## config.mk

```make
export PLATFORM = sky130hd
export DESIGN_NAME = mem_arbiter
export DESIGN_NICKNAME = d
export VERILOG_FILES = /design/src/rtl/mem_arbiter.sv
export SDC_FILE = /design/constraint.sdc
export NUM_CORES = 1
export LEC_CHECK = 0
export CAP_MARGIN = 15
export CORE_MARGIN = 2
export CORE_UTILIZATION = 44
export DETAILED_ROUTE_END_ITERATION = 7
export GPL_TIMING_DRIVEN = 0
export PLACE_DENSITY_LB_ADDON = 0.25
export SLEW_MARGIN = 20
export SYNTH_ARGS = -nofsm -noshare
export SYNTH_HDL_FRONTEND = slang
export SYNTH_SLANG_ARGS = --single-unit
```

## constraint.sdc

```tcl
create_clock -name clk -period 14.2 [get_ports clk]
set_clock_uncertainty 0.2 [all_clocks]
set_input_delay 2.84 -clock clk [delete_from_list [all_inputs] [get_ports clk]]
set_output_delay 2.84 -clock clk [all_outputs]
set_load 0.005 [all_outputs]
```

## src/rtl/mem_arbiter.sv

```systemverilog
// Two-port round-robin arbiter in front of a single-ported data memory.
// Port 0 (CPU) and port 1 (DMA loader) share one memory. Each access is IDLE -> ACCESS -> RESP.
// Memory strobes, acks and errors come from flops, so they never follow the request inputs combinationally.
module mem_arbiter #(
    parameter int MEM_WORDS = 200
) (
    input  logic        clk,
    input  logic        reset,
    input  logic        req0,
    input  logic        req1,
    input  logic        we0,
    input  logic        we1,
    input  logic [31:0] addr0,
    input  logic [31:0] addr1,
    input  logic [31:0] wdata0,
    input  logic [31:0] wdata1,
    output logic        ack0,
    output logic        ack1,
    output logic        err0,
    output logic        err1,
    output logic [31:0] rdata,
    output logic        MemRead,
    output logic        MemWrite,
    output logic [31:0] ALUOut,
    output logic [31:0] reg2data,
    input  logic [31:0] memout,
    output logic [15:0] grant_cnt0,
    output logic [15:0] grant_cnt1
);

    localparam logic [31:0] MEM_LIMIT = 32'(MEM_WORDS);

    typedef enum logic [1:0] {
        IDLE   = 2'd0,
        ACCESS = 2'd1,
        RESP   = 2'd2
    } state_t;

    state_t      r_state;
    logic        r_owner;      // 0 = port 0 owns the current access, 1 = port 1
    logic        r_last;       // port granted most recently; reset to 1 so port 0 wins first
    logic        r_we;
    logic        r_oor;
    logic [31:0] r_addr;
    logic [31:0] r_wdata;
    logic [31:0] r_rdata;
    logic        r_mem_read;
    logic        r_mem_write;
    logic        r_ack0;
    logic        r_ack1;
    logic        r_err0;
    logic        r_err1;
    logic [15:0] r_cnt0;
    logic [15:0] r_cnt1;

    logic        w_any;
    logic        w_pick1;
    logic        w_sel_we;
    logic [31:0] w_sel_addr;
    logic [31:0] w_sel_wdata;
    logic        w_sel_oor;

    // Winner selection: a lone requester wins; on a tie the port not granted last wins
    always_comb begin
        w_any       = req0 | req1;
        w_pick1     = req1 & (~req0 | ~r_last);
        w_sel_we    = w_pick1 ? we1    : we0;
        w_sel_addr  = w_pick1 ? addr1  : addr0;
        w_sel_wdata = w_pick1 ? wdata1 : wdata0;
        w_sel_oor   = (w_sel_addr >= MEM_LIMIT);
    end

    // Access sequencer: latch the winner, strobe memory for one cycle, then ack the owner
    always_ff @(posedge clk or posedge reset) begin
        if (reset) begin
            r_state     <= IDLE;
            r_owner     <= 1'b0;
            r_last      <= 1'b1;
            r_we        <= 1'b0;
            r_oor       <= 1'b0;
            r_addr      <= 32'h0;
            r_wdata     <= 32'h0;
            r_rdata     <= 32'h0;
            r_mem_read  <= 1'b0;
            r_mem_write <= 1'b0;
            r_ack0      <= 1'b0;
            r_ack1      <= 1'b0;
            r_err0      <= 1'b0;
            r_err1      <= 1'b0;
            r_cnt0      <= 16'h0;
            r_cnt1      <= 16'h0;
        end else begin
            case (r_state)
                IDLE: begin
                    if (w_any) begin
                        r_owner     <= w_pick1;
                        r_last      <= w_pick1;
                        r_we        <= w_sel_we;
                        r_oor       <= w_sel_oor;
                        r_addr      <= w_sel_addr;
                        r_wdata     <= w_sel_wdata;
                        r_mem_read  <= ~w_sel_we & ~w_sel_oor;
                        r_mem_write <= w_sel_we & ~w_sel_oor;
                        r_state     <= ACCESS;
                    end
                end
                ACCESS: begin
                    // The write commits in the external memory at this same edge
                    r_mem_read  <= 1'b0;
                    r_mem_write <= 1'b0;
                    if (r_oor) begin
                        r_rdata <= 32'h0;
                    end else if (!r_we) begin
                        r_rdata <= memout;
                    end
                    r_ack0  <= ~r_owner;
                    r_ack1  <= r_owner;
                    r_err0  <= ~r_owner & r_oor;
                    r_err1  <= r_owner & r_oor;
                    r_state <= RESP;
                end
                RESP: begin
                    r_ack0 <= 1'b0;
                    r_ack1 <= 1'b0;
                    r_err0 <= 1'b0;
                    r_err1 <= 1'b0;
                    if (r_owner) begin
                        r_cnt1 <= r_cnt1 + 16'd1;
                    end else begin
                        r_cnt0 <= r_cnt0 + 16'd1;
                    end
                    r_state <= IDLE;
                end
                default: begin
                    r_state <= IDLE;
                end
            endcase
        end
    end

    assign ack0       = r_ack0;
    assign ack1       = r_ack1;
    assign err0       = r_err0;
    assign err1       = r_err1;
    assign rdata      = r_rdata;
    assign MemRead    = r_mem_read;
    assign MemWrite   = r_mem_write;
    assign ALUOut     = r_addr;
    assign reg2data   = r_wdata;
    assign grant_cnt0 = r_cnt0;
    assign grant_cnt1 = r_cnt1;

endmodule

```

# == Yosys cells after proc, flatten, opt, wreduce, memory -nomap -nowiden ==
# Cells that the tools add are included.
# totals
reg_bits,140
# op_classes
eq_ne,4
magnitude_cmp,1
n_reduce_logical,8
muxes,15
n_addsub,2
n_bitwise,12
# ops
operator,count
32-bit two-way mux,4
"16-bit by 1-bit adder with 16-bit output, second input constant",2
"32-bit by 8-bit greater-or-equal comparator with 1-bit output, second input constant",1
1-bit one-hot mux with 2 select lines,6
2-bit AND reduction,5
1-bit bitwise AND,5
1-bit inverter,5
2-bit one-hot mux with 2 select lines,1
2-bit nonzero test,2
1-bit two-way mux,3
"2-bit by 1-bit equality test with 1-bit output, second input constant",1
"2-bit equality test, second input constant",1
2-bit zero test,1
2-bit two-way mux,1
"2-bit by 1-bit inequality test with 1-bit output, second input constant",1
"2-bit inequality test, second input constant",1
1-bit OR,2

# == Depth between registers and ports, before layout ==
# Gate-level depths: netlist (run 1).
# depth
ltp_word,9
mapped_depth,7
ltp_nobuf,7

# == Worst setup path after synthesis (run 1) ==
# Ideal clock, no wire load.
# synth_timing
path_kind,in2reg
start,in addr0[5]
end,reg r_oor
required_ns,13.856
arrival_ns,3.910
stages,5
slack_ns,9.947
path_buffers,0
cell_sequence,o311a_1 or4_1 a21oi_2 o21ai_2 a21boi_0
# synth_via
elab_chain_len,2
# synth_rtl
item,line_no,rtl
"start, declared",13,"input logic [31:0] addr0,"
32-bit two-way mux,68,w_sel_addr = w_pick1 ? addr1 : addr0;
32-bit by 8-bit greater-or-equal comparator with 1-bit output,70,w_sel_oor = (w_sel_addr >= MEM_LIMIT);
"end signal, assigned",99,r_oor <= w_sel_oor;
"end, declared",43,logic r_oor;
# No other way between the ends.
# A chain may end at the register's enable or synchronous reset.

# == Final worst setup path (run 1) ==
# layout_timing
start,in req0
end,reg r_addr[20] (netlist: ALUOut[20])
# layout_via
elab_chain_len,4
# layout_rtl
item,line_no,rtl
"start, declared",9,"input logic req0,"
1-bit inverter,66,w_pick1 = req1 & (~req0 | ~r_last);
1-bit OR,66,
1-bit bitwise AND,66,
32-bit two-way mux,68,
"end signal, assigned",100,r_addr <= w_sel_addr;
"end, declared",44,logic [31:0] r_addr;
# Parallel ways exist; a longest one is shown, timed or not.

==> impl_summary.txt, run 1 <==
----------------------------------------------------
[STA]
  Max-slew violation count ... 0
  Final period util ... 0.327
  RSZ-0062 raised after global routing ... no
  Maximum frequency from static timing analysis ... 0.216 GHz
  Number of failing hold endpoints at the final stage ... 0
  Worst slew pin tran ... 0.698 ns
  Count of final setup violators ... 0
  Clock period minus final worst setup slack ... 4.64 ns
  Worst Hold Margin ... 0.273 ns
  Setup TNS ... 0 ns
  Normalized max-slew margin ... 0.532

[Layout]
  Count of nets after finishing ... 1094
  Area of the multi-input gates ... 0.00254 mm^2
  Synth-to-layout area growth ... 61.2%
  Final cell count without fillers ... 1116
  Fraction of layout cells with a size suffix above 1 ... 0.0556
  Final core area utilization ... 0.724
  Number of fillers in the final layout ... 1040
  Antenna diode count ... 0
  Storage element area ... 0.00350 mm^2

[Worst setup path]
  Critical path type ... in -> reg
  Endpoint of the lowest-slack register-to-register path ... ALUOut[20]
  Critical Path RT ... 14.32 ns
  Crit Reg-Reg Startpoint ... r_state[0]
  CP max FO ... 10
  Nature of the critical path startpoint ... input pin
  CP Launch Point ... req0
  CP arrival ... 4.76 ns
  Slack of the worst reg-to-reg path ... 11.95 ns
  Endpoint class of the critical path ... flop
  CP Capture Point ... ALUOut[20]
  Number of cells on the worst reg-to-reg path ... 7

[Floorplanning]
  Placeable core area ... 0.0139 mm^2
  Number of I/O pins ... 300
  Initial Utilization ... 0.449
  Die outline width ... 123 um
  Site row count ... 43
  Die H ... 123 um
  Area of the die ... 0.0151 mm^2

[Global route]
  Wire length of the first global-routing pass ... 30.2 mm
  Vias in the first global route ... 5840
  Antenna violations before repair ... 0
  Aggregate global routing overflow ... 0
  Global routing met3 resource utilization ... 0.105
  Total GRT Usage ... 0.262
  Fraction of met1 tracks used by global routing ... 0.289
  Global-route track usage on met2 ... 0.450
  Largest net degree at the start of global routing ... 83
  Most crowded layer after global routing ... met2

[Clocking]
  Number of gates resized after cts ... 0
  CTS tree ... yes
  Number of sinks handled by clock tree synthesis ... 140
  Post-CTS Setup Repair Bufs ... 0
  TritonCTS Buffers ... 17
  Clock root buffer master ... clkbuf_16
  Latest clock arrival within the worst-skew pair ... 0.41 ns
  Count of hold buffers inserted by post-cts repair ... 0
  Maximum buffer depth of the clock tree ... 2
  Clock H-tree levels ... 4
  Clock input transition at the sequential cells of the worst setup and hold paths ... 0.06 ns

[Job]
  Max capacitance violation total ... 0

[Outcome]
  Status ... completed

[Place]
  Hpwl dp ... 14.9 mm
  Buffers on Ports ... 299
  Placed cells ... 1084
  RePlAce Congestion ... 0.834

[Hold path]
  Class of the tightest hold or removal check ... reg -> reg
  Worst hold path stage count ... 2

[Yosys]
  Syn Area/Cell ... 10.3 um^2
  Top_reg_cell synth ... dfrtp_1
  Number of flip-flops and latches in the synthesized netlist ... 140
  Synthesized instance count ... 604
  Ranking of synthesized cells by instance count ... dfrtp_1 (139), nand2_1 (139), o21ai_0 (101)
  Warnings, synthesis ... 0
  Share of flip-flops with an asynchronous set or reset ... 1.00
  Cell Area, Synth ... 0.00623 mm^2
  EDFF count, synth ... 0
  Register area share after synthesis ... 0.562
  Synth area leader ... dfrtp_1
  Top-area cell type share of the netlist area ... 0.558
  Unique cell type count in the Yosys netlist ... 41
  Synth area leaders ... dfrtp_1 (56%), mux2i_1 (10%), nand2_1 (8.4%)
  Total nets after synthesis ... 775

[Drt]
  Vias post-DR ... 5681
  Detailed-route DRC error count ... 0
  Wirelength per Cell ... 17.3 um
  Post-detailed-route via-to-cell ratio ... 5.09
  Detailed-router iteration count before antenna repair ... 4
  Starting DRC count in detailed routing ... 303
  ANT nets after route ... 0
  Final wirelength ... 19.3 mm

[Power]
  Worst-case vdd ir drop ... 0.101 mV
  Static leakage ... 4.26 nW
  Power density relative to cell area ... 162 mW/mm^2

----------------------------------------------------
## how the worst min path moves through the flow
stage | slack (ns) | from | end
floorplan | 0.25 | r_we | r_we
detailed placement | 0.27 | reg2data[24] | reg2data[24]
global placement | 0.26 | ALUOut[30] | ALUOut[30]
finish | 0.27 | ALUOut[23] | ALUOut[23]
global route | 0.29 | grant_cnt1[15] | grant_cnt1[15]
CTS | 0.28 | ALUOut[23] | ALUOut[23]
## sequential cells by signal, summed over array words and instances (netlist names)
signal      flops
r_last          1
grant_cnt0     16
rdata          32
err0            1
r_owner         1
r_oor           1
r_state         2
MemRead         1
ack0            1
r_we            1
grant_cnt1     16
err1            1
ALUOut         32
ack1            1
reg2data       32
MemWrite        1
## layer usage
metal	vias up	wire length (um)
li1	2710	-
met1	2732	7310
met2	211	9710
met3	28	1860
met4	0	447
met5	-	0
## cell type report
type | instances | area share
clock buffers | 25 | 0.0473
multi-input cells | 422 | 0.253
flip-flops and latches | 140 | 0.349
inverters | 11 | 0.00485
clock inverters | 7 | 0.00884
repair buffers | 300 | 0.300
plain buffers | 31 | 0.0146
well taps | 180 | 0.0224
## metrics by stage
step / total power [W] / setup slack [ns] / cell area, um^2
floorplan: 0.000836 / 7.41 / 6230
global placement: 0.00120 / 5.46 / 9450
detailed placement: 0.00121 / 9.10 / 9490
CTS: 0.00165 / 9.53 / 10100
global route: 0.00173 / 9.25 / 10100
finish: 0.00163 / 9.56 / 10100
## where the power goes
group	internal (W)	switching, W	leakage (nW)
Combinational	0.000324	0.000290	2.17
Clock	0.000267	0.000160	0.279
Sequential	0.000516	0.0000727	1.81
Total	0.00111	0.000523	4.26
## critical path: stages
cell	delay (ns)
clkdlybuf4s50_1	0.50
o21ai_1	0.44
buf_2	0.33
buf_1	0.45
nand2_1	0.11
o21ai_0	0.09
## cells in the final DEF, fill, tap and decap left out, types with 2 or more instances in the layout
master,netlist,final
nand3_1,16,16
clkbuf_16,0,17
clkinv_2,0,4
buf_1,2,2
buf_4,6,6
nor3_1,3,3
xnor2_1,21,21
buf_2,6,6
nand4_1,9,9
and3_1,4,4
o21ai_0,101,101
xor2_1,9,9
ha_1,5,5
inv_1,10,9
clkbuf_8,0,2
mux2i_1,65,65
nor4_1,10,10
nor2_1,14,14
o21ai_1,3,3
nand2_1,139,139
a21boi_0,2,2
bufinv_16,0,2
clkbuf_1,17,23
dfrtp_1,139,139
clkdlybuf4s50_1,0,299
mux2_2,3,3
## cell families (layout without fill, tap and decap cells)
| group | after synthesis | in the layout | synth area share |
|---|---|---|---|
| flops | 140 | 140 | 0.562 |
| fa+ha+maj | 5 | 5 | 0.0100 |
| compound gates | 116 | 116 | 0.103 |
| buf+inv | 42 | 374 | 0.0301 |
| xor+xnor | 30 | 30 | 0.0421 |
| simple gates | 203 | 203 | 0.143 |
| mux | 68 | 68 | 0.110 |
Power figures use the tool's default switching activity.
==> inputs of run 2 (changes only) <==
CORE_UTILIZATION = 37   (was 44)
clock period = 4.1 ns   (was 14.2 ns; I/O delays follow)
==> run 2 against run 1 <==
  * Register-to-register slack got worse by 10 ns
  * Sequential power rose to 3.4 times the previous value
  * Via count fell by 2.4%
  * Clock-buffer cell count fell by 8
  * Final area rose by 1.6%
  * Routed wire length fell by 0.43%
  * Sequential cell count did not move
  * Global-route usage fell by 4.0 points
  * Worst setup slack got worse by 8.2 ns
  * Clock power rose to 3.7 times the previous value
  * Die area rose by 18%
  * Critical path type unchanged
  * Critical endpoint is now ALUOut[3]
==> impl_summary.txt, run 2 (synthesis gave the netlist of run 1 again) <==
----------------------------------------------------
[Outcome]
  Status ... completed (unchanged)

[STA]
  Final period util ... 0.666
  Setup TNS ... 0 ns (unchanged)
  Count of final setup violators ... 0 (unchanged)
  Max-slew violation count ... 0 (unchanged)
  Number of failing hold endpoints at the final stage ... 0 (unchanged)
  RSZ-0062 raised after global routing ... no (unchanged)
  Maximum frequency from static timing analysis ... 0.366 GHz
  Worst Hold Margin ... 0.276 ns (was 0.273 ns)
  Normalized max-slew margin ... 0.586 (was 0.532)
  Clock period minus final worst setup slack ... 2.73 ns
  Worst slew pin tran ... 0.617 ns (was 0.698 ns)

[Drt]
  WL met1 ... 7.74 mm (was 7.31 mm)
  ANT nets after route ... 0 (unchanged)
  Starting DRC count in detailed routing ... 298 (was 303)
  Highest Signal Layer ... met4 (unchanged)
  Detailed-route DRC error count ... 0 (unchanged)
  Vias post-DR ... 5545 (was 5681)
  Detailed-router iteration count before antenna repair ... 4 (unchanged)
  Post-detailed-route via-to-cell ratio ... 4.78 (was 5.09)
  Wirelength per Cell ... 16.6 um (was 17.3 um)
  Final wirelength ... 19.2 mm (was 19.3 mm)
  Met3 routed WL ... 1.62 mm (was 1.86 mm)
  Met2 Wirelength ... 9.50 mm (was 9.71 mm)

[Layout]
  Top library cells by usage in the layout, fill and taps aside ... clkdlybuf4s50_1 (299), dfrtp_1 (139), nand2_1 (139) (unchanged)
  Synth-to-layout area growth ... 63.7% (was 61.2%)
  Fraction of layout cells with a size suffix above 1 ... 0.0650 (was 0.0556)
  Leading cell type in the layout, fill and taps excluded ... clkdlybuf4s50_1 (unchanged)
  Count of nets after finishing ... 1097 (was 1094)

[Place]
  RePlAce Congestion ... 0.801 (was 0.834)
  Hpwl dp ... 14.8 mm (was 14.9 mm)
  Buffers on Ports ... 299 (unchanged)

[Floorplanning]
  Area of the die ... 0.0179 mm^2 (was 0.0151 mm^2)
  Die outline width ... 134 um (was 123 um)
  Number of I/O pins ... 300 (unchanged)
  Placeable core area ... 0.0165 mm^2 (was 0.0139 mm^2)
  Initial Utilization ... 0.377 (was 0.449)
  Site row count ... 47 (was 43)
  Die H ... 134 um (was 123 um)

[Worst setup path]
  Crit Reg-Reg Startpoint ... r_state[0] (unchanged)
  Largest stage delay on the critical path ... 0.54 ns (was 0.50 ns)
  Ordered list of cells on the worst path ... clkdlybuf4s50_1 > o21ai_1 > buf_2 > clkbuf_1 > nand2_1 > o21ai_0 (was clkdlybuf4s50_1 > o21ai_1 > buf_2 > buf_1 > nand2_1 > o21ai_0)
  Cell family with the largest share of critical-path delay ... buffers and inverters (unchanged)
  Critical Path RT ... 4.22 ns (was 14.32 ns)
  Critical path type ... in -> reg (unchanged)
  Number of cells on the worst reg-to-reg path ... 7 (unchanged)
  CP Launch Point ... req0 (unchanged)
  Buffers & Inverters on Critical Path ... 3 (unchanged)
  Endpoint of the lowest-slack register-to-register path ... ALUOut[3] (was ALUOut[20])
  Nature of the critical path startpoint ... input pin (unchanged)
  Endpoint class of the critical path ... flop (unchanged)
  CP arrival ... 2.86 ns (was 4.76 ns)
  Slack of the worst reg-to-reg path ... 1.74 ns (was 11.95 ns)
  CP max FO ... 10 (unchanged)
  Max stage delay cell, worst path ... o21ai_1 (was clkdlybuf4s50_1)

[Clocking]
  TritonCTS Buffers ... 17 (unchanged)
  Latest clock arrival within the worst-skew pair ... 0.41 ns (about the same)
  Clock H-tree levels ... 4 (unchanged)
  Post-CTS Setup Repair Bufs ... 0 (unchanged)
  Maximum buffer depth of the clock tree ... 2 (unchanged)
  Number of gates resized after cts ... 0 (unchanged)
  Count of hold buffers inserted by post-cts repair ... 0 (unchanged)
  CTS tree ... yes (unchanged)
  Clock root buffer master ... clkbuf_16 (unchanged)
  Clock input transition at the sequential cells of the worst setup and hold paths ... 0.06 ns (about the same)
  Number of sinks handled by clock tree synthesis ... 140 (unchanged)

[Hold path]
  Worst hold path stage count ... 1 (was 2)
  Class of the tightest hold or removal check ... reg -> reg (unchanged)
  Start point of the worst min-delay path ... grant_cnt1[15] (was ALUOut[23])
  Min-Delay Endpoint ... grant_cnt1[15] (was ALUOut[23])

[Power]
  Worst-case vdd ir drop ... 0.302 mV (was 0.101 mV)
  Power density relative to cell area ... 564 mW/mm^2 (was 162 mW/mm^2)
  Static leakage ... 4.30 nW (was 4.26 nW)

[Job]
  Max capacitance violation total ... 0 (unchanged)

[Global route]
  Total GRT Usage ... 0.221 (was 0.262)
  Antenna violations before repair ... 1 (was 0)
  Largest net degree at the start of global routing ... 34 (was 83)
  Wire length of the first global-routing pass ... 30.5 mm (was 30.2 mm)
  Aggregate global routing overflow ... 0 (unchanged)
  Vias in the first global route ... 5805 (was 5840)

----------------------------------------------------
run 2: area by class of cell:
| class | instances | area [um^2] |
|---|---|---|
| Buffer | 31 | 146 |
| Fill cell | 1416 | 6320 |
| Tap cell | 220 | 275 |
| Inverter | 11 | 45.0 |
| Clock inverter | 15 | 186 |
| Timing Repair Buffer | 303 | 3080 |
| Antenna cell | 1 | 2.50 |
| Sequential cell | 140 | 3500 |
| Multi-Input combinational cell | 422 | 2540 |
| Clock buffer | 17 | 425 |
run 2: how the worst max path moves through the flow:
stage | to | slack (ns) | cells past startpoint
finish | ALUOut[3] | 1.37 | 6
global route | ALUOut[28] | 1.16 | 6
global placement | ALUOut[9] | -0.02 | 2
detailed placement | ALUOut[0] | 0.89 | 6
floorplan | ALUOut[0] | 1.33 | 1
CTS | ALUOut[3] | 1.31 | 6
run 2: through the flow:
step / setup WS, ns / cell area (um^2) / std cells / utilization / total power, W
final: 1.37 / 10200 / 1160 / 0.618 / 0.00576
after global routing: 1.16 / 10200 / 1160 / 0.618 / 0.00613
after CTS: 1.31 / 10200 / 1159 / 0.618 / 0.00583
after detailed placement: 0.894 / 9590 / 1127 / 0.581 / 0.00421
after global placement: -0.0151 / 9510 / 1123 / 0.575 / 0.00417
after floorplan: 1.33 / 6240 / 604 / - / 0.00289
run 2: report_power, final:
part | total (W) | switching, W | internal (W)
Sequential | 0.00203 | 0.000247 | 0.00179
Clock | 0.00159 | 0.000625 | 0.000967
Combinational | 0.00213 | 0.00100 | 0.00113
Total | 0.00576 | 0.00187 | 0.00388
run 2: routing by layer:
metal,vias to the layer above,track usage
met5,-,0
met4,0,0.0827
li1,2720,-
met3,21,0.0858
met1,2605,0.258
met2,199,0.370
run 2: worst reg2reg max path, stage by stage, from the launching register on:
cell and delay (ns):
dfrtp_1 0.34, inv_1 0.07, ha_1 0.29, o21ai_1 0.37
buf_2 0.37, clkbuf_1 0.43, nand2_1 0.10, o21ai_0 0.10
==> inputs of run 3 (changes only) <==
CORE_UTILIZATION = 41   (was 37)
clock period = 2.66 ns   (was 4.1 ns; I/O delays follow)
==> run 3 against run 2 <==
  * Worst setup slack lost 1.1 ns
  * Largest power group unchanged
  * Clock power grew 56%
  * Global-route usage grew 2.5 points
  * Routed wire length grew 0.88%
  * Clock-buffer cell count grew 9
  * Register-to-register slack lost 1.4 ns
  * Total power grew 55%
==> impl_summary.txt, run 3 (synthesis gave the netlist of run 1 again) <==
----------------------------------------------------
[Power]
  Share of total power in combinational logic ... 0.369 (was 0.370)
  Clock group share of total power ... 0.279 (was 0.277)
  Switching pwr ... 0.00279 W (was 0.00187 W)
  Switching share of total power ... 0.314 (was 0.326)
  Power density relative to cell area ... 876 mW/mm^2 (was 564 mW/mm^2)
  Cell internal pwr ... 0.00611 W (was 0.00388 W)
  Sequential cell fraction of total power ... 0.353 (about the same)
  Worst-case vdd ir drop ... 0.570 mV (was 0.302 mV)
  Final Power ... 0.00891 W (was 0.00576 W)
  Static leakage ... 4.31 nW (was 4.30 nW)

[Drt]
  Wirelength per Cell ... 17.2 um (was 16.6 um)
  Detailed-route DRC error count ... 0 (unchanged)
  Detailed-router iteration count before antenna repair ... 5 (was 4)
  Post-detailed-route via-to-cell ratio ... 4.97 (was 4.78)
  ANT nets after route ... 0 (unchanged)
  Final wirelength ... 19.4 mm (was 19.2 mm)
  Starting DRC count in detailed routing ... 270 (was 298)
  Vias post-DR ... 5606 (was 5545)

[Hold path]
  Worst hold path stage count ... 1 (unchanged)
  Start point of the worst min-delay path ... grant_cnt0[15] (was grant_cnt1[15])
  Class of the tightest hold or removal check ... reg -> reg (unchanged)
  Min-Delay Endpoint ... grant_cnt0[15] (was grant_cnt1[15])

[STA]
  Worst setup margin ... 0.239 ns (was 1.37 ns)
  Maximum frequency from static timing analysis ... 0.413 GHz
  Clock period minus final worst setup slack ... 2.42 ns
  RSZ-0062 raised after global routing ... no (unchanged)
  Max-slew violation count ... 0 (unchanged)
  Normalized max-slew margin ... 0.522 (was 0.586)
  Worst slew pin tran ... 0.715 ns (was 0.617 ns)
  Number of failing hold endpoints at the final stage ... 0 (unchanged)
  Count of final setup violators ... 0 (unchanged)
  Final period util ... 0.910

[Outcome]
  Status ... completed (unchanged)

[Clocking]
  Latest clock arrival within the worst-skew pair ... 0.41 ns (about the same)
  Count of hold buffers inserted by post-cts repair ... 0 (unchanged)
  Number of sinks handled by clock tree synthesis ... 140 (unchanged)
  Post-CTS Setup Repair Bufs ... 0 (unchanged)
  TritonCTS Buffers ... 17 (unchanged)
  Number of gates resized after cts ... 0 (unchanged)
  Maximum buffer depth of the clock tree ... 2 (unchanged)
  CTS tree ... yes (unchanged)
  Clock input transition at the sequential cells of the worst setup and hold paths ... 0.06 ns (about the same)
  Clock H-tree levels ... 4 (unchanged)
  Clock root buffer master ... clkbuf_16 (unchanged)

[Place]
  Placement Cell Area ... 0.00955 mm^2 (was 0.00959 mm^2)
  RePlAce Congestion ... 0.873 (was 0.801)
  Hpwl dp ... 15.1 mm (was 14.8 mm)
  Post-Place Worst Slack ... -0.138 ns (was 0.894 ns)
  Buffers on Ports ... 299 (unchanged)
  Placed cells ... 1095 (was 1127)

[Worst setup path]
  Largest stage delay on the critical path ... 0.55 ns (was 0.54 ns)
  CP arrival ... 2.54 ns (was 2.86 ns)
  Nature of the critical path startpoint ... input pin (unchanged)
  Endpoint class of the critical path ... flop (unchanged)
  Max stage delay cell, worst path ... o21ai_1 (unchanged)
  Slack of the worst reg-to-reg path ... 0.34 ns (was 1.74 ns)
  Number of cells on the worst reg-to-reg path ... 7 (unchanged)
  Cell family with the largest share of critical-path delay ... buffers and inverters (unchanged)
  Crit Reg-Reg Startpoint ... r_state[0] (unchanged)
  Critical path type ... in -> reg (unchanged)
  Buffers & Inverters on Critical Path ... 3 (unchanged)
  CP max FO ... 10 (unchanged)
  Critical Path RT ... 2.78 ns (was 4.22 ns)
  Ordered list of cells on the worst path ... clkdlybuf4s50_1 > o21ai_1 > buf_2 > buf_1 > nand2_1 > o21ai_0 (was clkdlybuf4s50_1 > o21ai_1 > buf_2 > clkbuf_1 > nand2_1 > o21ai_0)
  Endpoint of the lowest-slack register-to-register path ... ALUOut[16] (was ALUOut[3])

[Floorplanning]
  Area of the die ... 0.0162 mm^2 (was 0.0179 mm^2)
  Die H ... 127 um (was 134 um)
  Site row count ... 45 (was 47)
  Number of I/O pins ... 300 (unchanged)
  Placeable core area ... 0.0150 mm^2 (was 0.0165 mm^2)
  Die outline width ... 127 um (was 134 um)
  Initial Utilization ... 0.415 (was 0.377)

[Layout]
  Synth-to-layout area growth ... 63.1% (was 63.7%)
  Antenna diode count ... 0 (was 1)
  Number of fillers in the final layout ... 1190 (was 1416)
  Fraction of layout cells with a size suffix above 1 ... 0.0618 (was 0.0650)
  Top library cells by usage in the layout, fill and taps aside ... clkdlybuf4s50_1 (299), dfrtp_1 (139), nand2_1 (139) (unchanged)
  Summed area of non-filler cells in the final layout ... 0.0102 mm^2 (about the same)
  Count of nets after finishing ... 1097 (unchanged)
  Final cell count without fillers ... 1127 (was 1160)
  Leading cell type in the layout, fill and taps excluded ... clkdlybuf4s50_1 (unchanged)

[Global route]
  Aggregate global routing overflow ... 0 (unchanged)
  Antenna violations before repair ... 0 (was 1)
  Wire length of the first global-routing pass ... 30.9 mm (was 30.5 mm)
  Largest net degree at the start of global routing ... 34 (unchanged)
  Global-route track usage on met2 ... 0.422 (was 0.370)
  Total GRT Usage ... 0.246 (was 0.221)
  Vias in the first global route ... 5802 (was 5805)
  Most crowded layer after global routing ... met2 (unchanged)
  Fraction of met1 tracks used by global routing ... 0.281 (was 0.258)
  Global routing met3 resource utilization ... 0.0934 (was 0.0858)

[Job]
  Max capacitance violation total ... 0 (unchanged)

----------------------------------------------------
run 3: changes by cell type in the layout (fill, tap and decap cells not counted):
cell | previous run | this run
buf_12 | 3 | 4
buf_16 | 1 | 0
clkbuf_1 | 17 | 20
clkbuf_8 | 0 | 6
clkinv_2 | 2 | 3
clkinv_4 | 2 | 0
clkinvlp_4 | 4 | 1
diode_2 | 1 | 0
inv_6 | 4 | 0
inv_8 | 1 | 0
run 3: per-stage QoR:
stage	utilization	hold WS [ns]	setup TNS [ns]
detailed placement	0.635	0.266	-3.72
CTS	0.677	0.278	0
finish	0.677	0.274	0
floorplan	-	0.250	0
global placement	0.630	0.261	-157.25
global route	0.677	0.287	0
run 3: worst max path at each step:
stage,end,cells after the start,from
after floorplan,ALUOut[0],1,reset
after global placement,ALUOut[14],2,reset
after detailed placement,ALUOut[16],6,req0
after CTS,ALUOut[16],6,req0
after global routing,ALUOut[13],6,req0
final,ALUOut[16],6,req0
run 3: layout make-up:
cell class                 count  area [um^2]  share of cell area
timing repair buffer         303         3070               0.302
multi-input combinational    422         2540               0.250
tap                          188          235              0.0231
buffer                        31          146              0.0144
sequential                   140         3500               0.345
clock inverter                 6          105              0.0103
inverter                      11         45.0             0.00443
clock buffer                  26          519              0.0511
run 3: per-layer routing:
| layer | routed length [um] | share of wire |
|---|---|---|
| met1 | 7530 | 0.39 |
| met2 | 9620 | 0.50 |
| met3 | 1750 | 0.090 |
| met4 | 506 | 0.026 |
| met5 | 0 | 0 |
run 3: power by group through the flow:
stage               combinational [W]  sequential, W  clock [W]
floorplan                     0.00129        0.00317          0
global placement              0.00327        0.00313          0
detailed placement            0.00332        0.00315          0
CTS                           0.00333        0.00314    0.00253
global route                  0.00363        0.00322    0.00263
finish                        0.00328        0.00314    0.00248
